--- src/rtl/image_stream_proc.sv ---
// Raster-order RGB888 frame reader: fetches pixels from memory, applies one
// per-pixel operation and emits an hsync-qualified stream with line blanking.
module image_stream_proc #(
    parameter int WIDTH  = 768,
    parameter int HEIGHT = 512,
    parameter int HBLANK = 160,
    parameter int ADDR_W = 19
) (
    input  logic              HCLK,
    input  logic              HRESETn,
    input  logic              start,
    input  logic [1:0]        mode,
    input  logic [7:0]        value,
    input  logic [7:0]        threshold,
    output logic              mem_ren,
    output logic [ADDR_W-1:0] mem_addr,
    input  logic [23:0]       mem_rdata,
    output logic              hsync,
    output logic [7:0]        DATA_R0,
    output logic [7:0]        DATA_G0,
    output logic [7:0]        DATA_B0,
    output logic              busy,
    output logic              frame_done
);

    localparam int COL_W = (WIDTH  > 1) ? $clog2(WIDTH)  : 1;
    localparam int ROW_W = (HEIGHT > 1) ? $clog2(HEIGHT) : 1;
    localparam int BLK_W = (HBLANK > 1) ? $clog2(HBLANK) : 1;
    localparam logic [ADDR_W-1:0] LAST_PIX = ADDR_W'(WIDTH * HEIGHT - 1);

    typedef enum logic [2:0] {IDLE, LINE, HBLK, DRAIN, DONE} state_t;

    state_t            state, next_state;
    logic [COL_W-1:0]  col;
    logic [ROW_W-1:0]  row;
    logic [BLK_W-1:0]  blk_cnt;
    logic [ADDR_W-1:0] addr;
    logic              drain_cnt;
    logic [1:0]        mode_q;
    logic [7:0]        value_q;
    logic [7:0]        thr_q;
    logic              ren_d1;

    logic end_of_line, last_row, blk_end;
    assign end_of_line = (col == COL_W'(WIDTH - 1));
    assign last_row    = (row == ROW_W'(HEIGHT - 1));
    assign blk_end     = (blk_cnt == BLK_W'(HBLANK - 1));
    assign mem_addr    = addr;

    // NOTE: every output of this block gets a default first so no path leaves
    // a signal unassigned, which would otherwise infer a latch.
    always_comb begin
        next_state = state;
        mem_ren    = 1'b0;
        busy       = 1'b1;
        frame_done = 1'b0;
        case (state)
            IDLE: begin
                busy = 1'b0;
                if (start) next_state = LINE;
            end
            LINE: begin
                mem_ren = 1'b1;
                if (end_of_line) begin
                    if (last_row)        next_state = DRAIN;
                    else if (HBLANK > 0) next_state = HBLK;
                end
            end
            HBLK:  if (blk_end) next_state = LINE;
            DRAIN: if (drain_cnt) next_state = DONE;
            DONE: begin
                frame_done = 1'b1;
                next_state = IDLE;
            end
            default: next_state = IDLE;
        endcase
    end

    // NOTE: sequential state uses non-blocking assignments so every register
    // samples the pre-edge values of the others.
    always_ff @(posedge HCLK or negedge HRESETn) begin
        if (!HRESETn) begin
            state     <= IDLE;
            col       <= '0;
            row       <= '0;
            blk_cnt   <= '0;
            addr      <= '0;
            drain_cnt <= 1'b0;
            mode_q    <= 2'b00;
            value_q   <= 8'd0;
            thr_q     <= 8'd0;
        end else begin
            state     <= next_state;
            drain_cnt <= (state == DRAIN) ? ~drain_cnt : 1'b0;
            case (state)
                IDLE: if (start) begin
                    col     <= '0;
                    row     <= '0;
                    addr    <= '0;
                    mode_q  <= mode;
                    value_q <= value;
                    thr_q   <= threshold;
                end
                LINE: begin
                    blk_cnt <= '0;
                    // Hold on the final pixel so the address never wraps.
                    if (addr != LAST_PIX) addr <= addr + ADDR_W'(1);
                    if (end_of_line) begin
                        col <= '0;
                        row <= row + ROW_W'(1);
                    end else begin
                        col <= col + COL_W'(1);
                    end
                end
                HBLK:    blk_cnt <= blk_cnt + BLK_W'(1);
                default: ;
            endcase
        end
    end

    function automatic logic [7:0] add_sat(input logic [7:0] c, input logic [7:0] v);
        logic [8:0] s;
        s = {1'b0, c} + {1'b0, v};
        return s[8] ? 8'hFF : s[7:0];
    endfunction

    function automatic logic [7:0] sub_sat(input logic [7:0] c, input logic [7:0] v);
        return (c < v) ? 8'h00 : c - v;
    endfunction

    logic [7:0] pix_r, pix_g, pix_b;
    logic [7:0] res_r, res_g, res_b;
    logic [9:0] sum10, thr3;
    assign pix_r = mem_rdata[23:16];
    assign pix_g = mem_rdata[15:8];
    assign pix_b = mem_rdata[7:0];
    assign sum10 = {2'b00, pix_r} + {2'b00, pix_g} + {2'b00, pix_b};
    assign thr3  = {2'b00, thr_q} + {1'b0, thr_q, 1'b0};

    always_comb begin
        res_r = pix_r;
        res_g = pix_g;
        res_b = pix_b;
        case (mode_q)
            2'b01: begin
                res_r = add_sat(pix_r, value_q);
                res_g = add_sat(pix_g, value_q);
                res_b = add_sat(pix_b, value_q);
            end
            2'b10: begin
                res_r = sub_sat(pix_r, value_q);
                res_g = sub_sat(pix_g, value_q);
                res_b = sub_sat(pix_b, value_q);
            end
            2'b11: begin
                // Strictly greater than; equality maps to black.
                res_r = (sum10 > thr3) ? 8'hFF : 8'h00;
                res_g = res_r;
                res_b = res_r;
            end
            default: ;
        endcase
    end

    // Two-stage pipeline: ren_d1 marks the cycle mem_rdata is valid.
    always_ff @(posedge HCLK or negedge HRESETn) begin
        if (!HRESETn) begin
            ren_d1  <= 1'b0;
            hsync   <= 1'b0;
            DATA_R0 <= 8'd0;
            DATA_G0 <= 8'd0;
            DATA_B0 <= 8'd0;
        end else begin
            ren_d1 <= mem_ren;
            hsync  <= ren_d1;
            if (ren_d1) begin
                DATA_R0 <= res_r;
                DATA_G0 <= res_g;
                DATA_B0 <= res_b;
            end
        end
    end

endmodule

--- config.mk ---
export PLATFORM = sky130hd
export DESIGN_NAME = image_stream_proc
export DESIGN_NICKNAME = d
export VERILOG_FILES = /design/src/rtl/image_stream_proc.sv
export SDC_FILE = /design/constraint.sdc
export NUM_CORES = 1
export LEC_CHECK = 0
export BUFFER_PORTS_ARGS = -buffer_cell sky130_fd_sc_hd__buf_2
export CAP_MARGIN = 10
export CELL_PAD_IN_SITES_DETAIL_PLACEMENT = 1
export CELL_PAD_IN_SITES_GLOBAL_PLACEMENT = 1
export CORE_UTILIZATION = 45
export CTS_CLUSTER_SIZE = 28
export DETAILED_ROUTE_END_ITERATION = 16
export PLACE_DENSITY = 0.78
export SETUP_SLACK_MARGIN = 0.1
export SLEW_MARGIN = 40
export SYNTH_ARGS = -nofsm -noshare
export SYNTH_HDL_FRONTEND = slang
export SYNTH_SLANG_ARGS = --single-unit
--- constraint.sdc ---
create_clock -name HCLK -period 3.65 [get_ports HCLK]
set_input_delay 0.5475 -clock HCLK [delete_from_list [all_inputs] [get_ports HCLK]]
set_output_delay 0.5475 -clock HCLK [all_outputs]
set_load 0.01 [all_outputs]
==> impl_metrics.yaml <==
layout:
  fill_cells: 1939
  syn2layout_area_growth_pct: 20.8
  final_cell_mix: "dfrtp_1 (93), buf_2 (87), ha_1 (78)"
  mostFrequentLayoutCell: "dfrtp_1"
  stdcell_count: 1224
  finalNetCount: 1142
  drive_gt1_frac: 0.220
global_route:
  grt_pass1_vias: 7256
  grt_pass1_wl_mm: 39.3
  antenna_found_initial: 1
  grt_use_total: 0.294
  gr-total-overflow: 0
  grt_max_degree: 68
sta:
  fin_hold_ws_ns: 0.177
  period_share: 1.08
  rsz0062_at_grt: "true"
  fin_ws_ns: -0.290
  maxClockFrequency_mhz: 254
  fin_skew_ns: 0.00808
  maxSlewHeadroom: 0.421
  hold_viol_final: 0
  min_period_ns: 3.94
  worstMarginPinSlew_ns: 0.866
  slew_violations: 0
  setup_violations: 24
synthesis:
  synthTopCellsByArea: "dfrtp_1 (31%), ha_1 (13%), o21ai_0 (5.2%)"
  synth_nets: 1010
  synth_compound_area_frac: 0.203
  syn_inst: 870
  syn_area_um2: 7510
  avgSynthCellArea_um2: 8.63
  synth_top_family_by_area: "compound AO/OA/AOI/OAI gates"
  async_reset_ff_frac: 1.00
  yosysTopAreaCellShare: 0.313
  yosys_warnings: 0
  ys_seq_area_frac: 0.313
  synth.distinct_cells: 71
  synthSimpleGateAreaFrac: 0.185
  synth_edf_count: 0
  ys_seq_elements: 94
  ys_dominant_reg_cell: "dfrtp_1"
  synth_top_cell_by_area: "dfrtp_1"
  synthMuxAreaShare: 0.0108
  synth_xor_area_frac: 0.0618
  synth_fa_ha_area_frac: 0.174
power_and_ir_drop:
  power_density_nw_per_um2: 820
  switchingPower_uw: 3640
  power_frac_comb: 0.638
  report.power.total_uw: 7440
  p_sw_frac: 0.489
  pwr-share-seq: 0.230
  p_leak_uw: 0.00431
  ir_drop_mv: 0.298
  p_clk_frac: 0.132
  intPower_uw: 3800
clock_tree:
  cts_inserted_buffers: 9
  clk_latency_ns: 0.36
  clock-sinks: 94
  clock_path_buffers: 2
  clkTransAtPathRegs_ns: 0.07
  cts_tree: "done"
  clock-root-buffer: "clkbuf_16"
  htreeDepth: 3
floorplan:
  rows: 46
  core_area_um2: 16100
  io_pins: 92
  die_area_um2: 17200
  die_h_um: 131
  dieWidth_um: 131
  initial_core_util: 0.468
placed_design:
  place_ws_ns: -0.829
  port-buffer-count: 91
  place_congestion: 0.896
  post-dp-hpwl_mm: 19.2
  place.detailed.instances: 1202
min_path:
  hold_class: "in2async"
route:
  drt-pass1-iter-count: 5
  via_per_inst: 5.81
  route.vias.total: 7109
  antenna_left: 0
  wl_per_cell_um: 20.5
  drt_iter0_drc: 377
  drc: 0
  wirelength_mm: 25.0
setup_path:
  crit_fanout: 6
  critPathTopFamily: "compound AO/OA/AOI/OAI gates"
  slowest_delay_ns: 0.54
  rr_endpoint: "DATA_G0[3]$_DFFE_PN0P_"
  critPathBufInv: 1
  cpMaxStageDelayCell: "o41a_4"
  crit_chain: "buf_2 -> fa_1 -> ha_1 -> a21o_1 -> a21oi_2 -> nor2b_1 -> o21a_1 -> o41ai_2 -> xor2_1 -> ha_1 -> nand4_1 -> a21oi_2 -> o41a_4 -> nor2_4 -> a21oi_1 -> mux2_2"
  rr_worst_depth: 16
  crit_path_end_kind: "flop"
  cp.required_ns: 3.89
  startpoint_type: "primary input"
  path_class: "in2reg"
  crit-reg2reg-launch: "thr_q[0]$_DFFE_PN0P_"
  reg2reg_slack_ns: 0.07
  arrival_ns: 4.18
outcome:
  violations: "setup timing"
  outcome: "finished with violations"
job:
  cap_violations: 0
-- power by group through the flow --
| stage | clock, µW | combinational (µW) | sequential, µW |
|---|---|---|---|
| after global routing | 1030 | 5200 | 1730 |
| after floorplan | 0 | 3150 | 1610 |
| after CTS | 998 | 4590 | 1690 |
| after detailed placement | 0 | 4520 | 1710 |
| final | 981 | 4750 | 1710 |
| after global placement | 0 | 4380 | 1700 |
-- cell families (layout without fill, tap and decap cells) --
logic type | Yosys count | in the layout
and+or+nand+nor | 282 | 282
other | 0 | 1
AOI/OAI and AO/OA | 239 | 239
xor gates and xnor gates | 53 | 53
buffers and inverters | 100 | 237
DFF | 94 | 94
adders and majority gates | 95 | 95
muxes | 7 | 7
-- per-layer routing --
layer  part of all wire  GRT usage
met3              0.042     0.0432
met5                  0          0
met2               0.48      0.499
met4              0.043      0.131
met1               0.43      0.369
-- registers in the layout, indices dropped and copies added (netlist names) --
signal and cells:
ren_d1 1, col 10, hsync 1, state 3, DATA_R0 8, drain_cnt 1, blk_cnt 8, mode_q 2
DATA_B0 8, DATA_G0 8, mem_addr 19, value_q 8, row 9, thr_q 8
-- stage by stage --
stage               TNS, ns   util  area [µm²]
finish                -4.71  0.565        9070
global route          -8.59  0.565        9070
CTS                   -8.16  0.559        8980
detailed placement   -18.38  0.537        8620
global placement     -15.23  0.537        8620
floorplan             -4.91      -        7610
-- cells in the mapped netlist (25+ instances only) --
cell type and number:
nor2_1 76, xnor2_1 26, clkbuf_1 25, nand3_1 27, o21ai_0 78, inv_1 67
a21oi_1 48, ha_1 79, xor2_1 27, nand2_1 74, dfrtp_1 94
-- how the worst max path moves through the flow --
stage	start	end	slack (ns)	cells past startpoint
final	mem_rdata[10]	DATA_G0[3]$_DFFE_PN0P_	-0.29	16
after global routing	mem_rdata[10]	DATA_G0[3]$_DFFE_PN0P_	-0.46	16
after CTS	mem_rdata[1]	DATA_G0[1]$_DFFE_PN0P_	-0.43	19
after detailed placement	mem_rdata[17]	DATA_G0[3]$_DFFE_PN0P_	-0.83	19
after global placement	mem_rdata[17]	DATA_R0[1]$_DFFE_PN0P_	-0.70	19
after floorplan	mem_rdata[17]	DATA_R0[1]$_DFFE_PN0P_	-0.29	18
-- timing repair --
| action | in CTS | in global routing |
|---|---|---|
| setup buffers | 3 | 4 |
| hold buffers | 0 | 0 |
| gates resized for setup | 9 | 13 |
| pin swaps | 13 | 11 |
| endpoints found under the setup margin | 24 | 24 |
-- area by class of cell --
class | count | area, µm² | share of cell area
multi-input combinational | 676 | 4920 | 0.543
sequential | 94 | 2350 | 0.260
timing repair buffer | 152 | 950 | 0.105
inverter | 69 | 274 | 0.0302
tap | 216 | 270 | 0.0298
clock buffer | 10 | 239 | 0.0264
clock inverter | 6 | 58.8 | 0.00648
antenna | 1 | 2.50 | 0.000276
No activity file was read; power rests on OpenSTA's default activity.
